==> src/rtl/board_row_streamer.sv <==
// board_row_streamer: snapshots a ROWS x COLS Life board on load and streams it out row by row over valid/ready.
// Optional build define POPCOUNT_EN adds a per-frame live-cell total on pop_count.
module board_row_streamer #(
  parameter int unsigned ROWS  = 16,
  parameter int unsigned COLS  = 16,
  parameter int unsigned ROW_W = 4
) (
  input  logic                   clk,
  input  logic                   reset,
  input  logic                   load,
  input  logic [ROWS*COLS-1:0]   board_in,
  input  logic                   row_ready,
  output logic                   row_valid,
  output logic [COLS-1:0]        row_data,
  output logic [ROW_W-1:0]       row_idx,
  output logic                   first_row,
  output logic                   last_row,
  output logic                   busy,
  output logic                   done,
  output logic                   overrun
`ifdef POPCOUNT_EN
  ,
  output logic [$clog2(ROWS*COLS+1)-1:0] pop_count
`endif
);

  typedef enum logic {IDLE, STREAM} state_t;

  localparam logic [ROW_W-1:0] LAST_IDX = ROW_W'(ROWS - 1);

  state_t                state_q, state_d;
  logic [ROWS*COLS-1:0]  snap_q, snap_d;
  logic [ROW_W-1:0]      idx_q, idx_d;
  logic                  done_q, done_d;
  logic                  overrun_q, overrun_d;
  logic [COLS-1:0]       row_cur;
  logic                  xfer, last_xfer, accept;

  always_comb begin
    row_cur = '0;
    for (int unsigned r = 0; r < ROWS; r++) begin
      if (idx_q == ROW_W'(r)) row_cur = snap_q[r*COLS +: COLS];
    end
  end

  // A load is only honoured when idle or on the edge that retires the final row.
  always_comb begin
    xfer      = (state_q == STREAM) && row_ready;
    last_xfer = xfer && (idx_q == LAST_IDX);
    accept    = load && ((state_q == IDLE) || last_xfer);

    state_d   = state_q;
    snap_d    = snap_q;
    idx_d     = idx_q;
    done_d    = last_xfer;
    overrun_d = load && !accept;

    if (xfer) idx_d = last_xfer ? '0 : idx_q + ROW_W'(1);
    if (last_xfer) state_d = IDLE;
    if (accept) begin
      snap_d  = board_in;
      idx_d   = '0;
      state_d = STREAM;
    end
  end

  always_ff @(posedge clk) begin
    if (reset) begin
      state_q   <= IDLE;
      snap_q    <= '0;
      idx_q     <= '0;
      done_q    <= 1'b0;
      overrun_q <= 1'b0;
    end else begin
      state_q   <= state_d;
      snap_q    <= snap_d;
      idx_q     <= idx_d;
      done_q    <= done_d;
      overrun_q <= overrun_d;
    end
  end

  assign row_valid = (state_q == STREAM);
  assign busy      = (state_q == STREAM);
  assign row_data  = (state_q == STREAM) ? row_cur : '0;
  assign row_idx   = idx_q;
  assign first_row = (state_q == STREAM) && (idx_q == '0);
  assign last_row  = (state_q == STREAM) && (idx_q == LAST_IDX);
  assign done      = done_q;
  assign overrun   = overrun_q;

`ifdef POPCOUNT_EN
  localparam int unsigned PW = $clog2(ROWS*COLS+1);

  logic [PW-1:0] acc_q, acc_d, pop_q, pop_d, row_pop;

  // The final row is folded straight into the published total so it lands with done.
  always_comb begin
    row_pop = '0;
    for (int unsigned c = 0; c < COLS; c++) row_pop = row_pop + PW'(row_cur[c]);
    acc_d = acc_q;
    pop_d = pop_q;
    if (last_xfer) begin
      pop_d = acc_q + row_pop;
      acc_d = '0;
    end else if (xfer) begin
      acc_d = acc_q + row_pop;
    end
    if (accept) acc_d = '0;
  end

  always_ff @(posedge clk) begin
    if (reset) begin
      acc_q <= '0;
      pop_q <= '0;
    end else begin
      acc_q <= acc_d;
      pop_q <= pop_d;
    end
  end

  assign pop_count = pop_q;
`endif

endmodule

==> config.mk <==
export PLATFORM = sky130hd
export DESIGN_NAME = board_row_streamer
export DESIGN_NICKNAME = d
export VERILOG_FILES = /design/src/rtl/board_row_streamer.sv
export SDC_FILE = /design/constraint.sdc
export NUM_CORES = 1
export LEC_CHECK = 0
export BUFFER_PORTS_ARGS = -buffer_cell sky130_fd_sc_hd__buf_2
export CAP_MARGIN = 15
export CORE_ASPECT_RATIO = 0.9
export CORE_MARGIN = 10
export CORE_UTILIZATION = 60
export CTS_BUF_LIST = sky130_fd_sc_hd__clkbuf_8
export CTS_CLUSTER_SIZE = 28
export DETAILED_ROUTE_END_ITERATION = 16
export HOLD_SLACK_MARGIN = 0.1
export PLACE_DENSITY_LB_ADDON = 0.25
export SYNTH_ARGS = -nofsm -noshare
export SYNTH_HDL_FRONTEND = slang
export SYNTH_SLANG_ARGS = --single-unit
==> constraint.sdc <==
create_clock -name clk -period 4 [get_ports clk]
set_clock_uncertainty 0.1 [all_clocks]
set_input_delay 0.6 -clock clk [delete_from_list [all_inputs] [get_ports clk]]
set_output_delay 0.6 -clock clk [all_outputs]
set_load 0.03 [all_outputs]
==> metrics.yaml <==
global_route:
  antenna_found_initial: 0
  grt_pass1_vias: 11800
  grt_max_degree: 257
  gr-usage-all-layers_pct: 28.5
  grt_pass1_wl_um: 60900
  grt_overflow: 0
power:
  seq_power_share_pct: 48.1
  p_clk_share_pct: 40.8
  ir_worst_vdd_v: 0.000308
  switching_share_pct: 26.5
  p_switching_uw: 1580
  p_int_uw: 4400
  combPwrFrac_pct: 11.1
  leakage_uw: 0.00564
  p_per_area_mw_per_mm2: 419
detailed_routing:
  drt_iter0_drc: 1619
  via_count: 12300
  viasPerCell: 5.87
  remaining_drc_errors: 0
  routedWlPerCell_um: 19.2
  firstDrtPassIters: 6
  drt_wl_total_um: 40100
  final_antenna_net_count: 0
finish:
  syn_to_final_growth_pct: 18.2
  drive_gt1_share_pct: 24.0
  layout.cells.non_filler: 2094
  n_antenna_cell: 0
  nets: 2074
  fillers: 1640
sta:
  final_hold_viol_count: 0
  worstMarginPinSlew_ns: 1.17
  rsz0062_at_grt: "no"
  holdWs_ns: 0.177
  slew_headroom_pct: 22.2
  fin_crit_sh_pct: 99.7
  final.setup.tns_ns: 0
  max_clock_freq_mhz: 251
  post-route-min-period_ns: 3.99
  slew_violations: 0
  setup_viol: 0
critical_path:
  crit_path_end_kind: "output pin"
  worstPathRequired_ns: 3.30
  start_kind: "flip-flop"
  critPathArrivalTime_ns: 3.29
  critPathMaxFanout: 37
  crit_type: "flip-flop to output pin"
  ff2ff_setup_slack_ns: 0.97
floorplan:
  dieArea_mm2: 0.0262
  initial_core_util_pct: 60.7
  fp-row-count: 49
  ioPinCount: 286
  dieHeight_um: 155
  core_region_area_mm2: 0.0199
  die-width_um: 169
clock_tree:
  cts_made_buffers: 44
  cts_root_buffer: "clkbuf_8"
  htree_num_levels: 2
  cts_num_sinks: 263
  cts_hold_buf: 0
  path_clk_slew_ns: 0.06
  cts_buffer_depth: 3
  clk_latency_ns: 0.55
  cts_tree: "yes"
synthesis:
  synth_nets: 1855
  syn-mean-instance-area_um2: 7.58
  yosysSeqAreaShare_pct: 43.6
  netlist_area_mm2: 0.0121
  ys.flop_type: "dfxtp_1"
  ys_ff_latch: 263
  synthArstFlopShare_pct: 0
  yosys.cell_types.count: 53
  synth_warnings: 0
  syn_inst: 1591
  synth_edf_count: 0
placement:
  io_buffer_count: 285
  dpl.hpwl_um: 28900
  place_inst: 2017
  gp_congestion: 0.990
flow_run:
  cap_violations: 0
min_path:
  min_path_type: "input pin to flip-flop"
run_status:
  status: "finished, final reports clean"
[cell families (layout without fill, tap and decap cells)]
kind of cell / after synthesis / in the layout / synth area share, %
simple gates: 648 / 648 / 22.5
fa+ha+maj: 4 / 4 / 0.415
flops: 263 / 263 / 43.6
mux: 3 / 3 / 0.249
buf+inv: 166 / 414 / 7.75
xor+xnor: 1 / 1 / 0.0726
compound gates: 506 / 506 / 25.4
[critical path, stage by stage, from the launching register on]
cell and delay (ns):
dfxtp_1 0.50, inv_1 0.17, ha_1 0.30, buf_12 0.20, and3b_2 0.32, o2bb2ai_1 0.16
a211oi_1 0.50, o21ai_1 0.21, o2bb2ai_1 0.16, buf_2 0.19
[per-layer routing]
layer | vias up | track usage, % | part of all wire [%]
met5 | - | 0 | 0
li1 | 5850 | - | -
met3 | 126 | 6.46 | 8.9
met1 | 5665 | 34.5 | 39
met2 | 651 | 47.8 | 48
met4 | 0 | 11.7 | 3.9
[metrics by stage]
stage / total power (uW) / util (%) / instance area (um^2) / setup slack (ns)
5_1_grt: 6190 / 71.8 / 14300 / 0.0107
2_1_floorplan: 3330 / - / 12100 / 0.874
3_5_place_dp: 3580 / 66.9 / 13300 / 0.603
4_1_cts: 5980 / 71.4 / 14200 / 0.0139
6_report: 5980 / 71.8 / 14300 / 0.0112
3_3_place_gp: 3560 / 66.9 / 13300 / 0.696
[area by class of cell]
type	instances	area, um^2	area share [%]
clock buffers	55	757	5.31
clock inverters	20	146	1.03
inverters	25	93.8	0.658
multi-input cells	1162	5930	41.6
flip-flops and latches	263	5270	36.9
well taps	255	319	2.24
repair buffers	314	1750	12.3
[cells in the mapped netlist (4+ instances only)]
cell | count | area share (%)
nand3b_1 | 17 | 1.1
o2bb2ai_1 | 27 | 2.0
ha_1 | 4 | 0.41
nand2_2 | 20 | 1.0
nor2_1 | 17 | 0.53
o221ai_1 | 12 | 0.87
o22ai_1 | 16 | 0.83
nor2b_1 | 18 | 0.93
nand2b_1 | 16 | 0.83
dfxtp_1 | 263 | 44
o21ai_0 | 61 | 2.5
buf_1 | 4 | 0.12
a22oi_1 | 16 | 1.0
buf_2 | 31 | 1.3
a221oi_1 | 9 | 0.65
buf_8 | 17 | 2.1
a211oi_1 | 27 | 1.7
buf_6 | 6 | 0.56
a21oi_1 | 279 | 12
a21oi_2 | 20 | 1.5
nand3_1 | 9 | 0.37
nand2_1 | 521 | 16
clkbuf_1 | 80 | 2.5
o21ai_1 | 14 | 0.58
nor3_1 | 18 | 0.75
inv_1 | 25 | 0.78
a221oi_2 | 9 | 1.1
[timing repair]
item	4_1_cts	5_1_grt
setup buffers	0	2
setup endpoints to repair	0	16
endpoints found under the hold margin	0	0
resized for setup	0	7
[state kept, by name, indices dropped and copies added (netlist names)]
name	cells
busy	1
done	1
overrun	1
row_idx	4
snap_q	256
[worst paths after layout]
check	startpoint	end	depth (start not counted)
worst max-delay path	row_idx[1]	row_data[7]	9
worst min-delay path	board_in[84]	snap_q[84]	3
worst max register to register	row_idx[3]	snap_q[50]	6
worst min register to register	snap_q[249]	snap_q[249]	2
[placed cells by master, fill, tap and decap left out, types with 2 or more instances in the layout]
cell type and instances:
a221oi_2 9, a22oi_1 16, nand2_2 20, o211ai_1 2, o21ai_0 61, nand3b_1 17
nor2_1 17, o221ai_1 12, nand3_1 9, a31oi_1 3, bufinv_16 2, buf_12 8
nand2_1 520, nor2b_1 18, dfxtp_1 262, o2bb2ai_1 27, clkbuf_8 56, a221oi_1 9
inv_1 35, a21oi_1 279, o22ai_1 16, nand2b_1 16, buf_2 284, buf_4 21
a21oi_2 20, a211oi_1 26, nor3_1 18, clkinv_2 5, mux2i_1 3, ha_4 3
o21ai_1 14, clkinvlp_4 2
[power by group through the flow]
| stage | clock network (uW) | logic (uW) | registers [uW] |
|---|---|---|---|
| after floorplan | 0 | 443 | 2880 |
| after CTS | 2450 | 658 | 2870 |
| final | 2440 | 666 | 2870 |
| after detailed placement | 0 | 655 | 2920 |
| after global routing | 2580 | 735 | 2880 |
| after global placement | 0 | 643 | 2920 |
(Power assumes the default switching activity.)
